[src/rtl/rvc_pkg.sv]
// Shared constants, FSM encoding and length decode for the RVC fetch aligner.
package rvc_pkg;

    localparam int HALFWORD_W = 16;
    localparam int BUF_DEPTH  = 3;

    typedef enum logic [1:0] {
        S_REQ   = 2'd0,
        S_WAIT  = 2'd1,
        S_STALE = 2'd2
    } fsm_t;

    // A halfword whose low two bits are not 2'b11 starts a compressed instruction.
    function automatic logic is_rvc(input logic [HALFWORD_W-1:0] hw);
        return hw[1:0] != 2'b11;
    endfunction

endpackage

[src/rtl/rvc_halfword_buffer.sv]
// Three-entry halfword shift buffer: pop 0..2 from the head, then append 0..2 behind what remains.
module rvc_halfword_buffer
    import rvc_pkg::*;
(
    input  logic                                clk,
    input  logic                                reset_n,
    input  logic                                clear,
    input  logic [1:0]                          pop_n,
    input  logic [1:0]                          push_n,
    input  logic [2*HALFWORD_W-1:0]             push_data,
    output logic [1:0][HALFWORD_W-1:0]          head,
    output logic [1:0]                          count
);

    logic [BUF_DEPTH-1:0][HALFWORD_W-1:0] entries, shifted, entries_nxt;
    logic [1:0] base;

    assign head = entries[1:0];
    assign base = count - pop_n;

    always_comb begin
        shifted     = entries >> (HALFWORD_W * int'(pop_n));
        entries_nxt = shifted;
        for (int i = 0; i < BUF_DEPTH; i++) begin
            if (push_n != 2'd0 && i == int'(base))
                entries_nxt[i] = push_data[HALFWORD_W-1:0];
            if (push_n == 2'd2 && i == int'(base) + 1)
                entries_nxt[i] = push_data[2*HALFWORD_W-1:HALFWORD_W];
        end
    end

    always_ff @(posedge clk) begin
        if (!reset_n) begin
            entries <= '0;
            count   <= 2'd0;
        end else if (clear) begin
            count   <= 2'd0;
        end else begin
            entries <= entries_nxt;
            count   <= base + push_n;
        end
    end

endmodule

[src/rtl/rvc_fetch_aligner.sv]
// Fetches aligned IMEM words and hands out 16/32-bit instructions with their PC.
// Optional statistics counters are enabled by defining RVC_ALIGNER_STATS_EN.
module rvc_fetch_aligner
    import rvc_pkg::*;
#(
    parameter int              XLEN         = 32,
    parameter logic [XLEN-1:0] RESET_VECTOR = '0
) (
    input  logic            clk,
    input  logic            reset_n,
    input  logic            redirect_valid,
    input  logic [XLEN-1:0] redirect_pc,
    output logic            fetch_req_valid,
    output logic [XLEN-1:0] fetch_req_addr,
    input  logic            fetch_req_ready,
    input  logic            fetch_resp_valid,
    input  logic [31:0]     fetch_resp_data,
    output logic            instr_valid,
    output logic [31:0]     instr_data,
    output logic [XLEN-1:0] instr_pc,
    output logic            instr_compressed,
    input  logic            instr_ready
`ifdef RVC_ALIGNER_STATS_EN
    ,
    output logic [31:0]     stat_c_count,
    output logic [31:0]     stat_i_count
`endif
);

    fsm_t state, state_nxt;
    logic [XLEN-1:0] fetch_pc, head_pc;
    logic            skip_lo;
    logic [1:0][HALFWORD_W-1:0] head;
    logic [1:0]      count, needed, pop_n, push_n, count_after_pop;
    logic            head_rvc, accept, req_fire, resp_take;
    logic [31:0]     push_data;

    assign head_rvc         = is_rvc(head[0]);
    assign needed           = head_rvc ? 2'd1 : 2'd2;
    assign instr_valid      = count >= needed;
    assign instr_data       = !instr_valid ? 32'h0 :
                              head_rvc     ? {16'h0, head[0]} : {head[1], head[0]};
    assign instr_compressed = instr_valid & head_rvc;
    assign instr_pc         = head_pc;

    assign accept          = instr_valid & instr_ready;
    assign pop_n           = accept ? needed : 2'd0;
    assign count_after_pop = count - pop_n;

    // Request only when a full word is guaranteed to fit after this cycle's pop.
    assign fetch_req_valid = reset_n && state == S_REQ && count_after_pop <= 2'd1;
    assign fetch_req_addr  = fetch_pc;
    assign req_fire        = fetch_req_valid & fetch_req_ready;

    assign resp_take = state == S_WAIT && fetch_resp_valid && !redirect_valid;
    assign push_n    = !resp_take ? 2'd0 : (skip_lo ? 2'd1 : 2'd2);
    assign push_data = skip_lo ? {16'h0, fetch_resp_data[31:16]} : fetch_resp_data;

    rvc_halfword_buffer u_buf (
        .clk       (clk),
        .reset_n   (reset_n),
        .clear     (redirect_valid),
        .pop_n     (pop_n),
        .push_n    (push_n),
        .push_data (push_data),
        .head      (head),
        .count     (count)
    );

    always_comb begin
        state_nxt = state;
        if (redirect_valid) begin
            // Any response still owed by IMEM belongs to the old stream.
            if (state == S_REQ) state_nxt = req_fire ? S_STALE : S_REQ;
            else                state_nxt = fetch_resp_valid ? S_REQ : S_STALE;
        end else begin
            case (state)
                S_REQ:           if (req_fire) state_nxt = S_WAIT;
                S_WAIT, S_STALE: if (fetch_resp_valid) state_nxt = S_REQ;
                default:         state_nxt = S_REQ;
            endcase
        end
    end

    always_ff @(posedge clk) begin
        if (!reset_n) begin
            state    <= S_REQ;
            fetch_pc <= RESET_VECTOR & ~XLEN'(3);
            skip_lo  <= RESET_VECTOR[1];
            head_pc  <= RESET_VECTOR & ~XLEN'(1);
        end else begin
            state <= state_nxt;
            if (redirect_valid) begin
                fetch_pc <= redirect_pc & ~XLEN'(3);
                skip_lo  <= redirect_pc[1];
                head_pc  <= redirect_pc & ~XLEN'(1);
            end else begin
                if (resp_take) begin
                    fetch_pc <= fetch_pc + XLEN'(4);
                    skip_lo  <= 1'b0;
                end
                if (accept)
                    head_pc <= head_pc + (head_rvc ? XLEN'(2) : XLEN'(4));
            end
        end
    end

`ifdef RVC_ALIGNER_STATS_EN
    always_ff @(posedge clk) begin
        if (!reset_n) begin
            stat_c_count <= 32'h0;
            stat_i_count <= 32'h0;
        end else if (accept) begin
            if (head_rvc && stat_c_count != 32'hffff_ffff)
                stat_c_count <= stat_c_count + 32'h1;
            if (!head_rvc && stat_i_count != 32'hffff_ffff)
                stat_i_count <= stat_i_count + 32'h1;
        end
    end
`endif

    a_resp_in_flight: assert property (@(posedge clk) disable iff (!reset_n)
        fetch_resp_valid |-> state != S_REQ);

endmodule

[config.mk]
export PLATFORM = sky130hd
export DESIGN_NAME = rvc_fetch_aligner
export DESIGN_NICKNAME = d
export VERILOG_FILES = /design/src/rtl/rvc_pkg.sv /design/src/rtl/rvc_halfword_buffer.sv /design/src/rtl/rvc_fetch_aligner.sv
export SDC_FILE = /design/constraint.sdc
export NUM_CORES = 1
export LEC_CHECK = 0
export BUFFER_PORTS_ARGS = -buffer_cell sky130_fd_sc_hd__buf_2
export CORE_MARGIN = 10
export CORE_UTILIZATION = 32
export CTS_CLUSTER_DIAMETER = 100
export DETAILED_ROUTE_END_ITERATION = 12
export HOLD_SLACK_MARGIN = 0.05
export PLACE_DENSITY = 0.56
export SETUP_SLACK_MARGIN = 0.4
export SYNTH_ARGS = -nofsm -noshare
export SYNTH_HDL_FRONTEND = slang
export SYNTH_SLANG_ARGS = --single-unit
[constraint.sdc]
create_clock -name clk -period 6.3 [get_ports clk]
set_clock_uncertainty 0.2 [all_clocks]
set_input_delay 0.63 -clock clk [delete_from_list [all_inputs] [get_ports clk]]
set_output_delay 0.63 -clock clk [all_outputs]
set_load 0.03 [all_outputs]
; Word-level counts from Yosys, hierarchy flattened
; Index checks and enable logic that the tools add are counted.
; W data, S select, Z words.
[totals]
out_inout_bits = 99
word_cells = 79
reg_bits = 117
in_bits = 70
[op_classes]
n_reduce_logical = 20
n_eq_ne = 10
n_shift = 1
n_bitwise = 4
addsub = 5
n_mux = 27
order_cmp = 2
[op_table]
columns = operator, n
row1 = $mux W32, 7
row2 = $mux W16, 6
row3 = $shr A48 B6 Y48, 1
row4 = $add A32 B3 Y32, 1
row5 = $add A32 B3 Y32 const B, 1
row6 = $eq A2 B32 Y1 const A, 1
row7 = $eq A3 B32 Y1 const A, 1
row8 = $logic_not A32 Y1, 1
row9 = $mux W2, 10
row10 = $logic_and A1 B1 Y1, 10
row11 = $ne A3 B3 Y1 const B, 2
row12 = $reduce_bool A2 Y1, 3
row13 = $eq A2 B2 Y1 const A, 2
row14 = $eq A2 B2 Y1 const B, 2
row15 = $logic_not A2 Y1, 2
row16 = $pmux W2 S2, 1
row17 = $reduce_or A2 Y1, 2
row18 = $add A2 B1 Y3 const B, 1
row19 = $and A1 B1 Y1, 3
row20 = $mux W3, 1
row21 = $add A2 B2 Y2, 1
row22 = $eq A2 B1 Y1 const B, 1
row23 = $ge A2 B2 Y1, 1
row24 = $le A2 B1 Y1 const B, 1
row25 = other kinds (6), 7

; Logic depth before layout (Yosys ltp)
; Gate-level depths: netlist of run 1.
[logic_depth]
word_depth = 12
depth_mapped = 13
ltp_nobuf = 10

; Hierarchy
; From an unflattened synthesis of run 1, not the netlist that was laid out.
[hier_totals]
hier_cells = 906
hier_area_um2 = 7297.0
[modules_own_cells]
columns = module, area_per_inst_um2, seq_area_each_um2, n_inst, cells_each
row1 = rvc_fetch_aligner, 4132.7, 1281.2, 1, 532
row2 = rvc_halfword_buffer, 3164.3, 1001.0, 1, 374

; Worst setup path before layout of run 1
; No wires, ideal clock.
[synth_path]
path_type = register to output
startpoint = reg u_buf.entries (netlist bit u_buf.head[1])
endpoint = out instr_data[21]
required_time_ns = 5.470
path_buffers = 2
slack_ns = 3.224
t_arrival_ns = 2.246
stages_incl_launch_ff = 10
cell_sequence = dfxtp_1 > and2_1 > buf_4 > inv_2 > ha_1 > nand2b_1 > a21oi_1 > nor2_1 > clkbuf_1 > and2_1
[synth_via]
elab_chain_len = 4
word_cells_on_any_way = 5
cone_classes = order compare: 1 / eq/ne: 1 / mux: 3
[synth_lines]
columns = item, line_no
row1 = from (decl), rvc_halfword_buffer.sv:15  ; logic [BUF_DEPTH-1:0][HALFWORD_W-1:0] entries, shifted, entries_nxt;
row2 = from (signal assigned), rvc_halfword_buffer.sv:39  ; entries <= entries_nxt;
row3 = $ne A2 B2 Y1 (*), rvc_pkg.sv:15  ; return hw[1:0] != 2'b11;
row4 = $mux W2, rvc_fetch_aligner.sv:39  ; assign needed = head_rvc ? 2'd1 : 2'd2;
row5 = $ge A2 B2 Y1, rvc_fetch_aligner.sv:40  ; assign instr_valid = count >= needed;
row6 = $mux W32 (*), rvc_fetch_aligner.sv:41  ; assign instr_data = !instr_valid ? 32'h0 :
row7 = to (decl), rvc_fetch_aligner.sv:19  ; output logic [31:0] instr_data,
; Mark *: on every way between the ends. The rest lies on a longest branch, timed or not.

; Worst setup path in the final report of run 1
[layout_path]
startpoint = reg u_buf.entries (netlist bit u_buf.head[1])
endpoint = out instr_data[25]
; Same word-level chain as after synthesis.

==> summary by stage, run 1 <==
Outcome
The run finished with clean final reports.

Synthesis
The post-synthesis cell area is between 0.006 and 0.007 sq mm. The share of synthesized cell area in full adder, half adder and majority cells is 1.836%. Of the total synthesized cell area, the portion taken by XOR and XNOR cells is under 10%.

Counting flops with a built-in enable in the synthesized netlist gives 0. The most common cell in the synthesized netlist is sky130_fd_sc_hd__dfxtp_1. Summing the areas of all compound-gate instances in the mapped netlist gives about a quarter of the synthesized area. The dominant register cell in the synthesized netlist is sky130_fd_sc_hd__dfxtp_1. The mean instance size in the synthesized netlist is roughly 8 sq um. The proportion of netlist area held by the largest area contributor is around a third. The post-synthesis cell type with the largest combined area is sky130_fd_sc_hd__dfxtp_1. Yosys attributes the largest share of cell area to sky130_fd_sc_hd__dfxtp_1 35%, sky130_fd_sc_hd__o21ai_0 6.3%, sky130_fd_sc_hd__a21oi_1 5.9%.

The sequential-to-total area share from yosys stat is 34.88%. The basic-gate share of the synthesized area counting and, or, nand and nor cells is around a fifth. The main combinational cell family by area after synthesis is compound AO/OA/AOI/OAI gates. The portion of synthesized area spent on multiplexers is about 5.2%. The number of instances in the synthesized netlist is around 820.

The number of library cell types mapped by synthesis is 47. After synthesis, the share of flip-flops with an asynchronous set or reset is 0%. The commonest cells after synthesis are 114 x sky130_fd_sc_hd__dfxtp_1, 88 x sky130_fd_sc_hd__nand2_1, 83 x sky130_fd_sc_hd__o21ai_0.

The synthesized design contains around 110 register bits. The warning count from the yosys run is 0.

Clock network
The clock network latency to the later pin of the worst-skew pair is ~420 ps. The worst-case clock buffer depth is 2. Counting the buffers created by CTS gives 17. The deepest level of the CTS H-tree is 4. The number of cells upsized or downsized after cts is 0. TritonCTS built the clock tree. For this design, the CTS-stage hold fixing added 0 buffers. The CTS sink count is between 100 and 150. Post-CTS timing repair inserted 0 buffers for setup. The clock transition at the registers of the reported paths is roughly 50 ps. The root buffer cell chosen for the clock tree is sky130_fd_sc_hd__clkbuf_16.

Power
The clock share of power is 46.2%. In this run switching power makes up 29.65% of total power. The combinational fraction of design power is between 10% and 20%. The total power density per cell area is about 240 mW/mm^2.

In this run the static leakage power is approximately 3.1 nW. In this run, flip-flops and latches consume slightly above 40% of the power. The internal cell power is between 1 and 1.5 mW. The power dissipated by switching net loads is roughly 0.57 mW. The peak ir drop on the vdd network is between 150 and 200 uV.

Timing
The relative slew slack is approximately 18%. The final worst setup slack is ~2500 ps. Setup violations remaining at the end of the flow were counted as 0. The post-route minimum period is ~3800 ps. Derived from the worst setup path, the maximum achievable clock frequency is between 200 and 300 MHz. The count of final hold-check violations is 0. Setup repair after global routing left no endpoint under its margin. Setup total negative slack on the finished layout was measured at 0 ps. The final critical path takes up between 60% and 70% of the cycle. The worst hold slack across all endpoints is roughly 270 ps. The final number of max-transition violations is 0. For the pin with the worst max-slew slack, the measured transition is roughly 1200 ps.

Route
For this block, the initial DRC count from the detailed router was slightly above 400. The routed design has around 22000 um of wire. The remaining design rule violation count is 0.

Dividing the detail-routed via count by the number of cells gives 5.099. In this run the remaining antenna-violating nets after routing total 0. The routed layout has ~6300 vias.

Before antenna repair, the detailed router went through 5 iterations. In the final routed layout, each cell accounts on average for 17.92 um.

Global routing
The overall fraction of global-route tracks in use is 16.51%. The largest net degree at the start of global routing is between 80 and 90. The initial antenna violation count is 0.

For this run the aggregate overflow at the end of global routing stands at 0. The number of global-route vias before repair was between 6000 and 7000. The first global-routing pass estimated about 35000 um of wire.

Die
From left edge to right edge, the die measures 163.0 um. The die covers 0.02656 sq mm. The initial core utilization is between 30% and 40%.

Pin placement for this block handled about 170 I/O pins. The cell row count is 52. The total area inside the core boundary comes to between 0.02 and 0.025 sq mm. The vertical extent of the die is between 150 and 200 um.

Setup path
Data on the critical path is required at its endpoint by 5470 ps. The data arrival time of the worst path is between 2000 and 3000 ps. The maximum fanout count along the critical path is 16. STA classifies the critical path startpoint as a flop. By startpoint and endpoint, the worst setup path is classified as flop to output pin. The worst setup path is captured at an output pin.

Layout
The design area is around 0.0081 sq mm. Cells with a size suffix above 1 make up between 20% and 30% of the layout. The layout filler cell count is about 2100. The final net count is roughly 1000. The synthesis-to-finish area growth is 23.39%.

The antenna cell count is 0.

Placement
The count of input and output buffers is between 150 and 200. OpenSTA, run right after detailed placement, puts the worst setup slack at 2789 ps. The total half-perimeter wirelength after legalization and detailed placement is roughly 15000 um. After detailed placement, the total cell area comes to 0.007525 sq mm. The final weighted congestion in routability-driven placement is a little over 0.8.

Flow run
The count of max-cap constraint violations is 0.

Worst hold path
The path class of the tightest hold or removal check is flop to flop.
-- placed cells by master (no fill, tap or decap), types with 10 or more instances in the layout --
| cell | Yosys | final |
|---|---|---|
| sky130_fd_sc_hd__xnor2_1 | 21 | 21 |
| sky130_fd_sc_hd__xor2_1 | 40 | 40 |
| sky130_fd_sc_hd__nor2_1 | 51 | 50 |
| sky130_fd_sc_hd__nor2b_1 | 19 | 19 |
| sky130_fd_sc_hd__a21oi_1 | 77 | 77 |
| sky130_fd_sc_hd__inv_1 | 28 | 27 |
| sky130_fd_sc_hd__a211oi_1 | 24 | 24 |
| sky130_fd_sc_hd__o21ai_1 | 18 | 18 |
| sky130_fd_sc_hd__a211oi_2 | 10 | 10 |
| sky130_fd_sc_hd__mux2i_1 | 32 | 32 |
| sky130_fd_sc_hd__clkbuf_16 | 0 | 17 |
| sky130_fd_sc_hd__and2_1 | 29 | 29 |
| sky130_fd_sc_hd__o21ai_0 | 83 | 83 |
| sky130_fd_sc_hd__o21a_1 | 18 | 18 |
| sky130_fd_sc_hd__buf_2 | 8 | 164 |
| sky130_fd_sc_hd__nand3_1 | 24 | 24 |
| sky130_fd_sc_hd__buf_4 | 5 | 10 |
| sky130_fd_sc_hd__dfxtp_1 | 114 | 114 |
| sky130_fd_sc_hd__nand4_1 | 16 | 16 |
| sky130_fd_sc_hd__nand2_1 | 88 | 88 |
| sky130_fd_sc_hd__a221oi_2 | 10 | 10 |
-- path summary, 6_finish.rpt --
| check | from | to | slack [ps] | cells past startpoint |
|---|---|---|---|---|
| worst max register to register | u_buf.head[1] | u_buf.head[4] | 2750 | 9 |
| worst min-delay path | u_buf.head[26] | u_buf.head[26] | 270 | 2 |
| worst max-delay path | u_buf.head[1] | instr_data[25] | 2490 | 8 |
| worst min register to register | u_buf.head[26] | u_buf.head[26] | 270 | 2 |
-- per-layer routing --
| layer | track usage, % | wire length (um) | vias up |
|---|---|---|---|
| met5 | 0 | 0 | - |
| li1 | - | - | 3166 |
| met1 | 21.70 | 10440 | 2938 |
| met4 | 4.426 | 261 | 0 |
| met2 | 26.27 | 10140 | 202 |
| met3 | 4.171 | 1394 | 22 |
-- flip-flops by register name (all words and copies together), names as in the netlist --
signal and flops:
state 2, u_buf.entries 16, u_buf.head 32, fetch_req_addr 30, u_buf.count 2, skip_lo 1
instr_pc 31
-- layout make-up --
cell class	count	area (sq um)	share of cell area [%]
clock buffer	18	439.2	5.440
clock inverter	14	108.9	1.348
inverter	29	108.9	1.348
multi-input combinational	622	3900	48.31
sequential	114	2282	28.27
tap	270	337.8	4.185
timing repair buffer	174	895.9	11.10
-- critical path, stage by stage (launching register included) --
cell and delay, ps:
sky130_fd_sc_hd__dfxtp_1 370, sky130_fd_sc_hd__and2_1 170, sky130_fd_sc_hd__inv_2 100, sky130_fd_sc_hd__ha_1 330, sky130_fd_sc_hd__nand2b_1 120, sky130_fd_sc_hd__a21oi_1 80
sky130_fd_sc_hd__nor2_1 920, sky130_fd_sc_hd__and2_1 250, sky130_fd_sc_hd__buf_2 210
-- power by group through the flow --
stage          clock, mW  combinational (mW)  sequential (mW)
2_1_floorplan          0               0.108            0.848
3_3_place_gp           0               0.245            0.800
3_5_place_dp           0               0.246            0.801
4_1_cts            0.909               0.247            0.785
5_1_grt            0.945               0.267            0.791
6_report           0.886               0.245            0.786
-- cells by family (layout without fill, tap and decap cells) --
group	Yosys count	in the layout
AOI/OAI and AO/OA	254	254
xor gates and xnor gates	61	61
adders and majority gates	9	9
buffers and inverters	81	235
DFF	114	114
muxes	34	34
other	1	3
and+or+nand+nor	261	261
-- per-stage QoR --
step | util [%] | cells | total power [mW]
after floorplan | - | 817 | 0.9560
after global placement | 37.31 | 1209 | 1.046
after detailed placement | 37.31 | 1209 | 1.047
after CTS | 40.02 | 1241 | 1.942
after global routing | 40.02 | 1241 | 2.003
final | 40.02 | 1241 | 1.917
No activity file was read; power rests on OpenSTA's default activity.
==> run 2: changes to the inputs <==
Clock period 6.3 ns to 3.8 ns, I/O delays scaled along.
==> run 2 against run 1 <==
Core utilization rose by 0.44 points. Clock power grew 79%. Non-clock buffer count grew 6. First-iteration DRC count down 5.9%. Largest cell class unchanged. Via count rose by 1.5%. Largest power group unchanged. Worst setup slack lost 1800 ps. Clock-buffer cell count is 1 higher. Critical path type unchanged.
==> summary by stage, run 2 (same netlist as run 1, synthesis figures left out) <==
Outcome
The flow ran to the end, and the final reports show no timing, DRC or antenna violations.

Setup path
The signal on the critical path passes through and2_1 -> inv_2 -> ha_1 -> o21ai_1 -> a211oi_1 -> xnor2_1 -> and3_1 -> buf_2. Among cell families on the critical path, the largest total delay comes from compound AO/OA/AOI/OAI gates. The kind of start point of the critical path is a flop.

The critical path capture point type is an output pin. On the worst path, the slowest cell contributes a delay of around 370 ps. Together, buffers and inverters on the worst path number 2. The worst setup path category is flop to output pin. In this run the worst path has a maximum fanout of 9. Data arrives at the worst endpoint at 2540 ps. The slowest stage of the critical path belongs to the cell sky130_fd_sc_hd__dfxtp_1.

The required time at the worst-slack endpoint is between 3000 and 4000 ps.

Global routing
Across every metal layer, demand over resource in global routing totals approximately 16%. In the global route stage, met2 resource usage came out at 25.66%. The number of global-route vias before repair is between 6000 and 7000.

The first global-routing pass estimated 34380 um of wire. After global routing the overflow that remains totals 0. The largest net degree at the start of global routing is 45. The met3 layer usage reported by global route is roughly 4.3%. The initial antenna violation count came to 0.

The most heavily used metal layer in global routing is met2. The met1 global-route usage is 20.50%.

Power
Across the VDD grid, the largest voltage drop is approximately 270 uV. For this design the ratio of total power to cell area is 405.2 mW/mm^2. In this run the static leakage power is between 3 and 4 nW.

Layout
Counting the fill cells in the layout gives 2110. The flip-flop count of the largest register, all copies and words added is 32. The repair_antennas step left the layout with diodes totalling 0. The top cell types in the final layout, fill and taps aside, are 164 x sky130_fd_sc_hd__buf_2, 114 x sky130_fd_sc_hd__dfxtp_1, 88 x sky130_fd_sc_hd__nand2_1.

In the final layout, flip-flops and latches occupy 0.002282 sq mm. Cells with a size suffix above 1 make up between 20% and 30% of the layout. Cells fill between 40% and 50% of the core in the end. The post-layout instance count excluding filler cells is approximately 1200. The area growth from synthesis to layout is 24.75%. In the final layout, the multi-input gates occupy 0.003905 sq mm. The final net count is approximately 1000. The design area is about 0.0082 sq mm. Leaving out fill and tap cells, the most frequent cell in the layout is sky130_fd_sc_hd__buf_2.

Clock network
The buffer type at the clock tree root is sky130_fd_sc_hd__clkbuf_16. The clock network latency to the later pin of the worst-skew pair is 410 ps. The buffers inserted during post-CTS setup optimization is 0. The clock buffer count from CTS is 17. The worst-case clock buffer depth is 2.

The CTS tree is yes. In this run the number of H-tree levels came out at 4. CTS saw approximately 110 sinks. After clock tree synthesis, the clock-pin slew on the worst setup and hold paths is 60 ps.

Timing
The final number of max-transition violations is 0. The final worst setup slack is around 700 ps. The count of final hold-check violations was 0.

The count of endpoints failing setup in the final report is 0. For the pin with the worst max-slew slack, the measured transition is between 1000 and 1500 ps. The post-route minimum period is between 3000 and 4000 ps. The final total negative setup slack is 0 ps. After layout, the worst path uses a little over 80% of the clock period. Setup repair after global routing left no endpoint under its margin. Static timing analysis puts the maximum clock frequency at around 320 MHz. Headroom to the max-slew limit came out at 33.24%.

Die
In this run the standard cell core region covers around 0.02 sq mm. The number of primary I/O pins is about 170. The vertical extent of the die is 163.0 um. The initial core utilization is around a third. In this run the core area contains 52 standard-cell rows. The area of the die is approximately 0.027 sq mm. The die outline width is around 160 um.

Placement
The final weighted congestion in routability-driven placement is about 0.84. Before CTS, the worst setup slack after placement is 561.7 ps. Once placement completed, the tool counted placed cells totaling 1214.

The count of input and output buffers is 164. Summing all placed instances gives a cell area of between 0.007 and 0.008 sq mm. After legalization and detailed placement, the total HPWL measured roughly 16000 um.

Route
In the routed design, unresolved DRC markers number 0. The via count of the routed design is between 6000 and 7000. The detailed-route wire length per cell is around 18 um.

The first routing iteration left roughly 380 violations. The number of search-and-repair iterations in the first detailed-routing pass is 5. The number of nets with antenna violations after routing is 0. The via-per-instance ratio is just over 5. The total wire length is around 22000 um.

Worst hold path
In this run the worst hold path is classified as input port to flop.

Flow run
The count of max-cap constraint violations is 0.
==> run 2: cell types whose count changed in the layout (fill, tap and decap cells not counted), moves of 2 or more <==
cell,delta
sky130_fd_sc_hd__and2_1,-2
sky130_fd_sc_hd__clkinv_4,-5
sky130_fd_sc_hd__bufinv_16,+2
sky130_fd_sc_hd__buf_4,+5
sky130_fd_sc_hd__and2_2,+2
==> run 2: metrics by stage <==
step	hold WS [ps]	power (mW)
finish	83.24	3.307
global route	84.65	3.438
CTS	60.44	3.343
detailed placement	254.4	1.738
global placement	258.1	1.735
floorplan	234.0	1.585
==> run 2: power breakdown <==
part | internal, mW | total [mW] | switching (mW)
clock network | 0.999 | 1.59 | 0.595
logic | 0.136 | 0.409 | 0.273
registers | 1.25 | 1.30 | 0.0565
total | 2.38 | 3.31 | 0.925
==> run 2: worst reg2reg max path, delay by kind of cell (launching register included) <==
kind,cells,cell delay [ps]
muxes,1,260
adders and majority gates,1,330
DFF,1,370
and+or+nand+nor,2,730
buffers and inverters,1,110
AOI/OAI and AO/OA,4,1050
==> run 2: layout make-up <==
cell class	instances	area share, %
multi-input cells	622	47.85
flip-flops and latches	114	27.96
clock buffers	19	5.550
repair buffers	180	11.56
clock inverters	12	1.610
inverters	29	1.334
well taps	270	4.139
==> run 2: final timing paths <==
| path | to | cells after the start | from | slack, ps |
|---|---|---|---|---|
| setup / recovery | fetch_req_valid | 8 | u_buf.head[1] | 680 |
| hold / removal | instr_pc[23] | 3 | redirect_pc[23] | 80 |
| setup reg to reg | u_buf.entries[46] | 9 | u_buf.head[1] | 690 |
| hold reg to reg | u_buf.head[18] | 2 | u_buf.head[18] | 260 |
==> run 2: what timing repair did <==
item                                    CTS  global route
hold endpoints to repair                  2             0
hold buffers                              1             0
endpoints found under the setup margin    0            25
gates resized for setup                   0             3
==> run 2: per-layer routing <==
layer / vias to the layer above / part of all wire, % / routed length (um)
li1: 3165 / - / -
met1: 3020 / 46 / 10130
met2: 214 / 45 / 10030
met3: 21 / 7.0 / 1550
met4: 0 / 1.8 / 401
met5: - / 0 / 0
==> run 3: changes to the inputs <==
Settings changed: ABC_AREA set to 1.
Clock period 3.8 ns to 2.7 ns, I/O delays scaled along.
==> run 3 against run 2 <==
Hold slack worse by 19 ps. Cell count is 53% higher. Critical path type unchanged. Largest power group unchanged. First-iteration DRC count grew to 2.6 times the previous value. Largest cell class unchanged. Sequential cell count stayed put. Core utilization is 8.6 points higher.
==> summary by stage, run 3 <==
Outcome
The flow ran to the end, and the final reports show no timing, DRC or antenna violations.

Synthesis
Among all cell types in the netlist, the one instantiated most often is sky130_fd_sc_hd__nand2_1. The post-synthesis cell type with the largest combined area is sky130_fd_sc_hd__dfxtp_1. The proportion of netlist area held by the largest area contributor is ~29%. After synthesis the netlist holds a flip-flop and latch count of roughly 110. Sorting the synthesized cells by how often they occur yields 365 x sky130_fd_sc_hd__nand2_1, 159 x sky130_fd_sc_hd__inv_1, 148 x sky130_fd_sc_hd__nand3_1. Each instance of the synthesized netlist takes up on average 5.970 sq um. For this run, the leading register cell type out of synthesis is sky130_fd_sc_hd__dfxtp_1. By area the synthesized netlist is led by sky130_fd_sc_hd__dfxtp_1 29%, sky130_fd_sc_hd__nand2_1 17%, sky130_fd_sc_hd__nand3_1 9.4%.

Synthesis produced around 1300 cells. The warning count from the yosys run is 0. The number of enable-type register cells in the synthesized netlist is 0. The number of library cell types mapped by synthesis is 41. The sequential-to-total area share from yosys stat is approximately 29%. The cell area that synthesis handed to floorplanning was about 0.0079 sq mm. In the synthesized netlist the async set-or-reset flop fraction comes to 0%.

Worst hold path
The beginning of the worst hold path is redirect_pc[28]. In this run the worst hold path is classified as input port to flop.

Layout
The share of post-route cells with drive strength above 1 is just under 30%. At the end of the flow the core is filled with cells to roughly half. The layout filler cell count is 2424. The synthesis-to-finish area growth is 51.15%. The commonest non-fill, non-tap cell in the layout is sky130_fd_sc_hd__nand2_1. The final net count is between 1500 and 2000.

The register with the most flip-flops in the layout has 32 of them. Leaving out fill and tap cells, the most frequent cells in the layout are 341 x sky130_fd_sc_hd__nand2_1, 161 x sky130_fd_sc_hd__buf_2, 153 x sky130_fd_sc_hd__inv_1. The antenna cell count is 0. The post-layout instance count excluding filler cells is 1912.

Clock network
The deepest level of the CTS H-tree is 4. CTS placed an instance of sky130_fd_sc_hd__clkbuf_16 at the clock tree root. The worst-case clock buffer depth is 2.

The clock network latency to the later pin of the worst-skew pair is 440 ps. TritonCTS built the clock tree. The clock buffer count from CTS is 17.

After clock tree synthesis, the clock-pin slew on the worst setup and hold paths is 70 ps. The CTS sink count is 114.

Timing
The relative slew slack is between 40 and 50%. For this run, the top clock speed supported by timing is 380.3 MHz. The routed design could run at a clock period as short as roughly 2600 ps. Setup repair after global routing could not meet its margin everywhere. The count of endpoints failing setup in the final report is 0. The portion of the clock cycle consumed by the worst path in the final layout is between 90% and 100%. The count of final hold-check violations was 0. The final number of max-transition violations is 0. For the pin with the worst max-slew slack, the measured transition is 829.6 ps.

Die
The vertical extent of the die is between 150 and 200 um. During I/O placement, the number of pins put on the boundary was between 150 and 200. The placeable core region is approximately 0.024 sq mm. The area of the die is roughly 0.031 sq mm. The cell row count is 57. The die outline width is around 180 um.

The initial core utilization is 32.45%.

Route
In this run the remaining antenna-violating nets after routing total 0. Dividing the detail-routed wire length by the instance count gives between 15 and 20 um. The number of search-and-repair iterations in the first detailed-routing pass is 6. The remaining design rule violation count is 0. The via count of the routed design is 9886. The first routing iteration left 989 violations. The total wire length is ~34000 um. The via-per-instance ratio is a little over 5.

Setup path
The launching point of the worst reg2reg path is u_buf.head[0]. The required time at the worst-slack endpoint is 2230 ps. Data on the critical path arrives at its endpoint at between 2000 and 2500 ps.

The most critical setup path has its startpoint at u_buf.head[0]. STA classifies the critical path startpoint as a flop. The critical path capture point type is an output pin.

The worst setup path is of the flop to output pin kind. The maximum fanout count along the critical path is 7.

Power
Dividing total power by cell area gives a power density of 418.8 mW/mm^2. IR analysis of the VDD net gives a maximum drop of roughly 430 uV. The analysis attributes to cell leakage a power of between 5 and 6 nW. The final total power is around 5 mW.

Global routing
Entering global routing, the biggest net connects 50 pins. The initial antenna violation count came to 0. The overall overflow remaining after global route is 0. The first global-routing pass estimated about 49000 um of wire. The number of global-route vias before repair is about 9100. The overall fraction of global-route tracks in use is about a fifth.

Placement
The instance count after placement with tap cells included is 1774. Detailed placement ended at an HPWL of 22930 um. The count of buffers added on input and output ports is approximately 160. The final weighted congestion in routability-driven placement is 0.9120.

Flow run
The count of max-cap constraint violations is 0.
==> run 3: changes by cell type after synthesis, sizes merged, moves of 19 or more <==
cell | before | now
and2 | 29 | 0
a31oi | 1 | 31
inv | 29 | 166
nand2 | 88 | 370
nor2b | 19 | 0
nor2 | 51 | 133
mux2i | 32 | 0
nand3 | 24 | 152
a211oi | 34 | 0
==> run 3: repair_timing <==
action / 4_1_cts / 5_1_grt
setup endpoints to repair: 115 / 118
resized for setup: 53 / 231
buffers inserted: 19 / 27
hold endpoints to repair: 69 / 0
hold buffers: 45 / 0
cloned: 0 / 15
pin swaps: 12 / 68
==> run 3: logic make-up after synthesis <==
family / Yosys count / synth area share (%)
XOR/XNOR: 36 / 4.007
buffers and inverters: 236 / 12.18
AO/OA/AOI/OAI: 213 / 14.39
AND/OR/NAND/NOR: 709 / 38.85
adder cells (fa/ha/maj): 9 / 1.527
other: 1 / 0.04766
flip-flops: 114 / 29.00
==> run 3: through the flow <==
step | hold WS (ps) | setup TNS (ps) | worst slack (ps) | area, sq um
after detailed placement | 280.8 | 0 | 12.72 | 9140
after global placement | 274.5 | 0 | 46.53 | 9140
after CTS | 57.20 | 0 | 183.7 | 10560
after floorplan | 188.8 | 0 | 213.8 | 7966
final | 64.08 | 0 | 70.81 | 11890
after global routing | 60.52 | -5.848 | -5.848 | 11890
==> run 3: area by class of cell <==
cell class	count	area [sq um]	share of cell area (%)
Clock inverter	15	148.9	1.252
Multi-Input combinational cell	970	5578	46.90
Inverter	170	673.1	5.660
Timing Repair Buffer	300	2350	19.76
Sequential cell	114	2291	19.26
Timing Repair inverter	2	22.52	0.1894
Tap cell	324	405.4	3.408
Clock buffer	17	425.4	3.577
==> run 3: power by group <==
| part | internal [mW] | switching (mW) | leakage, nW |
|---|---|---|---|
| Clock | 1.29 | 0.961 | 0.266 |
| Combinational | 0.309 | 0.564 | 4.38 |
| Sequential | 1.76 | 0.102 | 0.934 |
==> run 3: worst paths after layout <==
check / endpoint / slack [ps] / cells past startpoint
setup / recovery: fetch_req_valid / 70 / 9
hold / removal: fetch_req_addr[28] / 60 / 5
hold reg to reg: state[0] / 300 / 2
setup reg to reg: u_buf.head[24] / 90 / 16
==> run 3: per-layer routing <==
metal,vias up,routed length (um),GRT usage [%]
li1,4778,-,-
met2,423,16410,33.21
met5,-,0,0
met3,73,2683,5.099
met1,4612,14030,23.65
met4,0,1026,7.320
==> run 3: worst max-delay path, stage by stage (launching register included) <==
cell and delay (ps):
sky130_fd_sc_hd__dfxtp_2 350, sky130_fd_sc_hd__nand2_4 110, sky130_fd_sc_hd__ha_4 320, sky130_fd_sc_hd__nand2_4 50, sky130_fd_sc_hd__nand3_4 160, sky130_fd_sc_hd__nand3_2 120, sky130_fd_sc_hd__nand2_1 100, sky130_fd_sc_hd__nand3_2 110
sky130_fd_sc_hd__a21oi_4 250, sky130_fd_sc_hd__buf_6 160
